==> src/rtl/timer_multi.sv <==
// Bank of NUM_CH memory-mapped programmable down-the-bus timers with prescaler,
// periodic/one-shot mode, sticky flag, per-channel tick pulse and shared level IRQ.
module timer_multi #(
  parameter int          NUM_CH         = 4,
  parameter int          CNT_W          = 32,
  parameter logic [15:0] BASE_ADDR      = 16'hFF40,
  parameter logic [31:0] DEFAULT_PERIOD = 32'h004C4B40
) (
  input  logic              clk,
  input  logic              rst,
  input  logic [15:0]       addr,
  input  logic              we,
  input  logic [7:0]        di,
  output logic [7:0]        dout,
  output logic [NUM_CH-1:0] tick_o,
  output logic              irq
);

  localparam int NBYTES = CNT_W / 8;

  logic [CNT_W-1:0]  period [NUM_CH];
  logic [CNT_W-1:0]  cnt    [NUM_CH];
  logic [7:0]        presc  [NUM_CH];
  logic [7:0]        pre    [NUM_CH];
  logic [NUM_CH-1:0] en, periodic, irq_en, flag;
  logic [NUM_CH-1:0] pre_tick, evt, wr_ch;

  logic [15:0] off;
  logic        in_bank;
  logic [2:0]  ch_sel, reg_sel;
  logic [31:0] p32;

  assign off     = addr - BASE_ADDR;
  assign in_bank = (addr >= BASE_ADDR) && (off < 16'(8 * NUM_CH));
  assign ch_sel  = off[5:3];
  assign reg_sel = off[2:0];

  // Terminal compare is >= so a PERIOD lowered below CNT fires on the next tick.
  always_comb begin
    pre_tick = '0;
    evt      = '0;
    wr_ch    = '0;
    for (int c = 0; c < NUM_CH; c++) begin
      pre_tick[c] = en[c] && (pre[c] == presc[c]);
      evt[c]      = pre_tick[c] && (cnt[c] >= period[c]);
      wr_ch[c]    = we && in_bank && (ch_sel == 3'(c));
    end
  end

  always_ff @(posedge clk or posedge rst) begin
    if (rst) begin
      for (int c = 0; c < NUM_CH; c++) begin
        period[c] <= DEFAULT_PERIOD[CNT_W-1:0];
        cnt[c]    <= '0;
        presc[c]  <= '0;
        pre[c]    <= '0;
      end
      en       <= '1;
      periodic <= '1;
      irq_en   <= '0;
      flag     <= '0;
      tick_o   <= '0;
      irq      <= 1'b0;
    end else begin
      tick_o <= evt;
      irq    <= |(flag & irq_en);
      for (int c = 0; c < NUM_CH; c++) begin
        if (en[c]) pre[c] <= pre_tick[c] ? 8'd0 : pre[c] + 8'd1;
        if (pre_tick[c]) cnt[c] <= evt[c] ? '0 : cnt[c] + CNT_W'(1);
        if (evt[c]) begin
          flag[c] <= 1'b1;
          if (!periodic[c]) en[c] <= 1'b0;
        end
        // Bus writes come last so they win over same-cycle counter updates.
        if (wr_ch[c]) begin
          case (reg_sel)
            3'd4: begin
              en[c]       <= di[0];
              periodic[c] <= di[1];
              irq_en[c]   <= di[2];
              if (di[0] && !en[c]) begin
                cnt[c] <= '0;
                pre[c] <= '0;
              end
            end
            3'd5: begin
              if (di[0] && !evt[c]) flag[c] <= 1'b0;
              if (di[1]) begin
                cnt[c] <= '0;
                pre[c] <= '0;
              end
            end
            3'd6: presc[c] <= di;
            default: begin
              for (int b = 0; b < NBYTES; b++)
                if (reg_sel == 3'(b)) period[c][8*b +: 8] <= di;
            end
          endcase
        end
      end
    end
  end

  always_comb begin
    dout = '0;
    p32  = '0;
    for (int c = 0; c < NUM_CH; c++) begin
      if (in_bank && (ch_sel == 3'(c))) begin
        p32 = 32'(period[c]);
        case (reg_sel)
          3'd0:    dout = p32[7:0];
          3'd1:    dout = p32[15:8];
          3'd2:    dout = p32[23:16];
          3'd3:    dout = p32[31:24];
          3'd4:    dout = {5'b0, irq_en[c], periodic[c], en[c]};
          3'd5:    dout = {7'b0, flag[c]};
          3'd6:    dout = presc[c];
          default: dout = '0;
        endcase
      end
    end
  end

endmodule
==> config.mk <==
export PLATFORM = sky130hd
export DESIGN_NAME = timer_multi
export DESIGN_NICKNAME = d
export VERILOG_FILES = /design/src/rtl/timer_multi.sv
export SDC_FILE = /design/constraint.sdc
export NUM_CORES = 1
export LEC_CHECK = 0
export ABC_CLOCK_PERIOD_IN_PS = 36700
export CAP_MARGIN = 20
export CORE_ASPECT_RATIO = 1.5
export CORE_MARGIN = 2
export CORE_UTILIZATION = 39
export DETAILED_ROUTE_END_ITERATION = 7
export SLEW_MARGIN = 20
export SYNTH_ARGS = -nofsm -noshare
export SYNTH_HDL_FRONTEND = slang
export SYNTH_SLANG_ARGS = --single-unit
==> constraint.sdc <==
create_clock -name clk -period 36.7 [get_ports clk]
set_input_delay 7.34 -clock clk [delete_from_list [all_inputs] [get_ports clk]]
set_output_delay 7.34 -clock clk [all_outputs]
set_load 0.005 [all_outputs]
==> out/results.tsv <==
metric	value	unit
Setup Viol. Count Final	0	
Crit Path Max Fanout	37	
setup ws final	18.84	ns
top sig layer	met4	
post-synthesis sequential area ratio	43.51	%
wl on met1	21710	µm
hpwl dp	39950	µm
Core Region	0.05030	mm²
DP Area	0.02074	mm²
CP Buf/Inv Count	3	
Post-Syn Instances	2072	
DR DRC count	0	
P&R area growth vs syn	10.90	%
vias in the first global route	15450	
Pleak	10.33	nW
largest net degree at the start of global routing	124	
Initial Util	39.22	%
Netlist Area Pre-Place	0.01973	mm²
Num CTS Buffers	35	
row count	101	
Pwr Total	767.5	µW
number of synthesized flops with an enable pin	0	
Final Instance Area	0.02187	mm²
wire per inst	19.62	µm
max incr delay on CP	0.58	ns
xor and xnor area share after synthesis	7.764	%
ys async rst share	100.0	%
cts hold-fix bufs	0	
clock tree buffer depth	3	
Synth Area in Compound Gates	10.09	%
Synth Warn #	0	
status	completed	
cells along the critical path	clkdlybuf4s50_1 -> buf_4 -> nor2b_1 -> nor2b_1 -> a22oi_1 -> and3_1 -> o21ai_0 -> nand4_1 -> o221ai_1 -> clkdlybuf4s50_1	
clk slew on worst S/H paths	0.06	ns
CTS tree	done	
setup_tns	0	ns
IO Pins	40	
pwr dens	35.09	mW/mm²
vias	15090	
top cells by area, synth	dfrtp_1 (38%), ha_1 (8.6%), dfstp_2 (5.3%)	
post-synth cell types	69	
post-synth top area cell	dfrtp_1	
# diodes	0	
Startpoint Class	input pin	
CP required	29.36	ns
die width	187.6	µm
P_int	588.6	µW
fin crit period	17.86	ns
Vias/cell	5.437	
Net Switching	178.9	µW
Synth top area share	38.19	%
Synth Flop Type	dfrtp_1	
max_cap viols	0	
most frequent cells in the layout	dfrtp_1 (301), nor2_1 (227), nand2_1 (214)	
Nets	2243	
simple-gate share of the synthesized area	18.37	%
post-route ant nets	0	
worst hold path type	register to register	
fillers	4868	
Tot GR Track Use	20.85	%
Slew Viols, Final	0	
Root Buffer	clkbuf_16	
Seq cells post-synth	341	
VDD IR-drop max	29.87	µV
Worst Skew	0.02177	ns
Die ar.	0.05243	mm²
slew margin rel.	32.40	%
routed wire length	54460	µm
Clk pwr share	47.1	%
Gate power share	3.8	%
met2 WL	27690	µm
clk sinks	341	
GPL Wtd Cong	0.9060	
syn_area_per_cell	9.520	µm²
Final Hold Fails	0	
Flop pwr share	49.1	%
DRT iter0 DRCs	914	
IO buf count	39	
first-pass GRT wire length	86590	µm
post-CTS setup buffers	0	
largest family of logic cells by synthesized area	simple AND/OR/NAND/NOR gates	
layout cells sized above 1	11.44	%
Syn Nets	2235	
# resized after CTS	0	
RSZ-0062 raised after global routing	false	
most common cell after layout, fill and taps aside	dfrtp_1	
slowest stage cell on the critical path	clkdlybuf4s50_1	
slew of the pin with the lowest slew margin	1.014	ns
Sw Ratio	23.31	%
Fmax achieved	56.00	MHz
crit path DAT	10.52	ns
Final period util	48.66	%
Clk Latency, worst-skew pair	0.55	ns
Pre-antenna DRT Iters	5	
Die Y	279.4	µm
CP Capture Type	primary output	
CTS HTree Levels	2	
mux cell area share after synthesis	6.895	%
met3 WL	2273	µm
setup slack at placement	18.95	ns
gr ovfl total	0	
kind of cell adding the most delay to the critical path	buffers and inverters	
area share of fa/ha/maj cells after synthesis	8.627	%
initial antenna violation count	0	
CP Class	input pin to primary output	
-- worst reg2reg max path, delay by kind of cell (launching register included) --
kind	cells	cell delay, ns
AO/OA/AOI/OAI	4	1.17
adder cells (fa/ha/maj)	1	0.30
buffers and inverters	1	0.09
flip-flops	1	0.56
AND/OR/NAND/NOR	3	0.86
-- registers in the layout, indices dropped and copies added, names as in the netlist --
name and cells:
periodic 4, cnt 128, tick_o 4, pre 32
presc 32, en 4, irq 1, period 128
flag 4, irq_en 4
-- power groups by stage --
stage | Sequential, mW | Combinational, mW | Clock, mW
after floorplan | 0.384 | 0.0177 | 0
after global placement | 0.384 | 0.0288 | 0
after detailed placement | 0.384 | 0.0294 | 0
after CTS | 0.377 | 0.0295 | 0.369
after global routing | 0.377 | 0.0321 | 0.380
final | 0.377 | 0.0293 | 0.361
-- path summary, 6_finish.rpt --
kind | slack, ns | cells past startpoint | start | to
min in group asynchronous | 7.34 | 2 | rst | cnt[39]
max in group asynchronous | 27.73 | 3 | rst | cnt[88]
max | 18.84 | 10 | addr[2] | dout[1]
min reg2reg | 0.50 | 1 | period[103] | period[103]
min | 0.50 | 1 | period[103] | period[103]
max reg2reg | 33.58 | 9 | period[6] | cnt[20]
-- cells by family after synthesis --
group	Yosys count
flip-flops	341
AO/OA/AOI/OAI	331
AND/OR/NAND/NOR	748
buffers and inverters	234
multiplexers	108
adder cells (fa/ha/maj)	136
XOR/XNOR	174
-- area by class of cell --
cell class              count  area [µm²]  share of cell area, %
well taps                 669       837.1                  3.827
repair buffers             57       519.2                  2.374
multi-input cells        1497       10240                  46.81
clock buffers              44       982.2                  4.490
clock inverters            19       150.1                 0.6864
flip-flops and latches    341        8583                  39.24
inverters                 148       563.0                  2.574
-- routing by layer --
layer | vias to the layer above | global-route usage [%]
met5 | - | 0
met4 | 0 | 10.46
met1 | 7448 | 24.05
met2 | 341 | 37.66
met3 | 131 | 2.919
li1 | 7168 | -
-- cells in the mapped netlist (15+ instances only) --
master and number:
mux2_2 73, nor2b_1 23, and4_1 19, clkbuf_1 52, dfrtp_1 301, xnor2_1 90, a21o_1 26, nand2_1 214
inv_1 148, buf_2 25, xor2_1 83, a22oi_1 17, mux4_2 15, nor2_1 227, o21ai_0 144, and3_1 32
nor3_1 31, ha_1 136, dfstp_2 40, nand3_1 68, mux2i_1 20, nand4_1 66, a21oi_1 74
-- stage by stage --
step | cells | hold WS [ns] | util (%)
floorplan | 2072 | 0.4661 | -
global placement | 2712 | 0.4865 | 41.20
detailed placement | 2712 | 0.4936 | 41.23
CTS | 2775 | 0.5071 | 43.48
global route | 2775 | 0.5287 | 43.49
finish | 2775 | 0.5033 | 43.49
No activity file was read; power rests on OpenSTA's default activity.
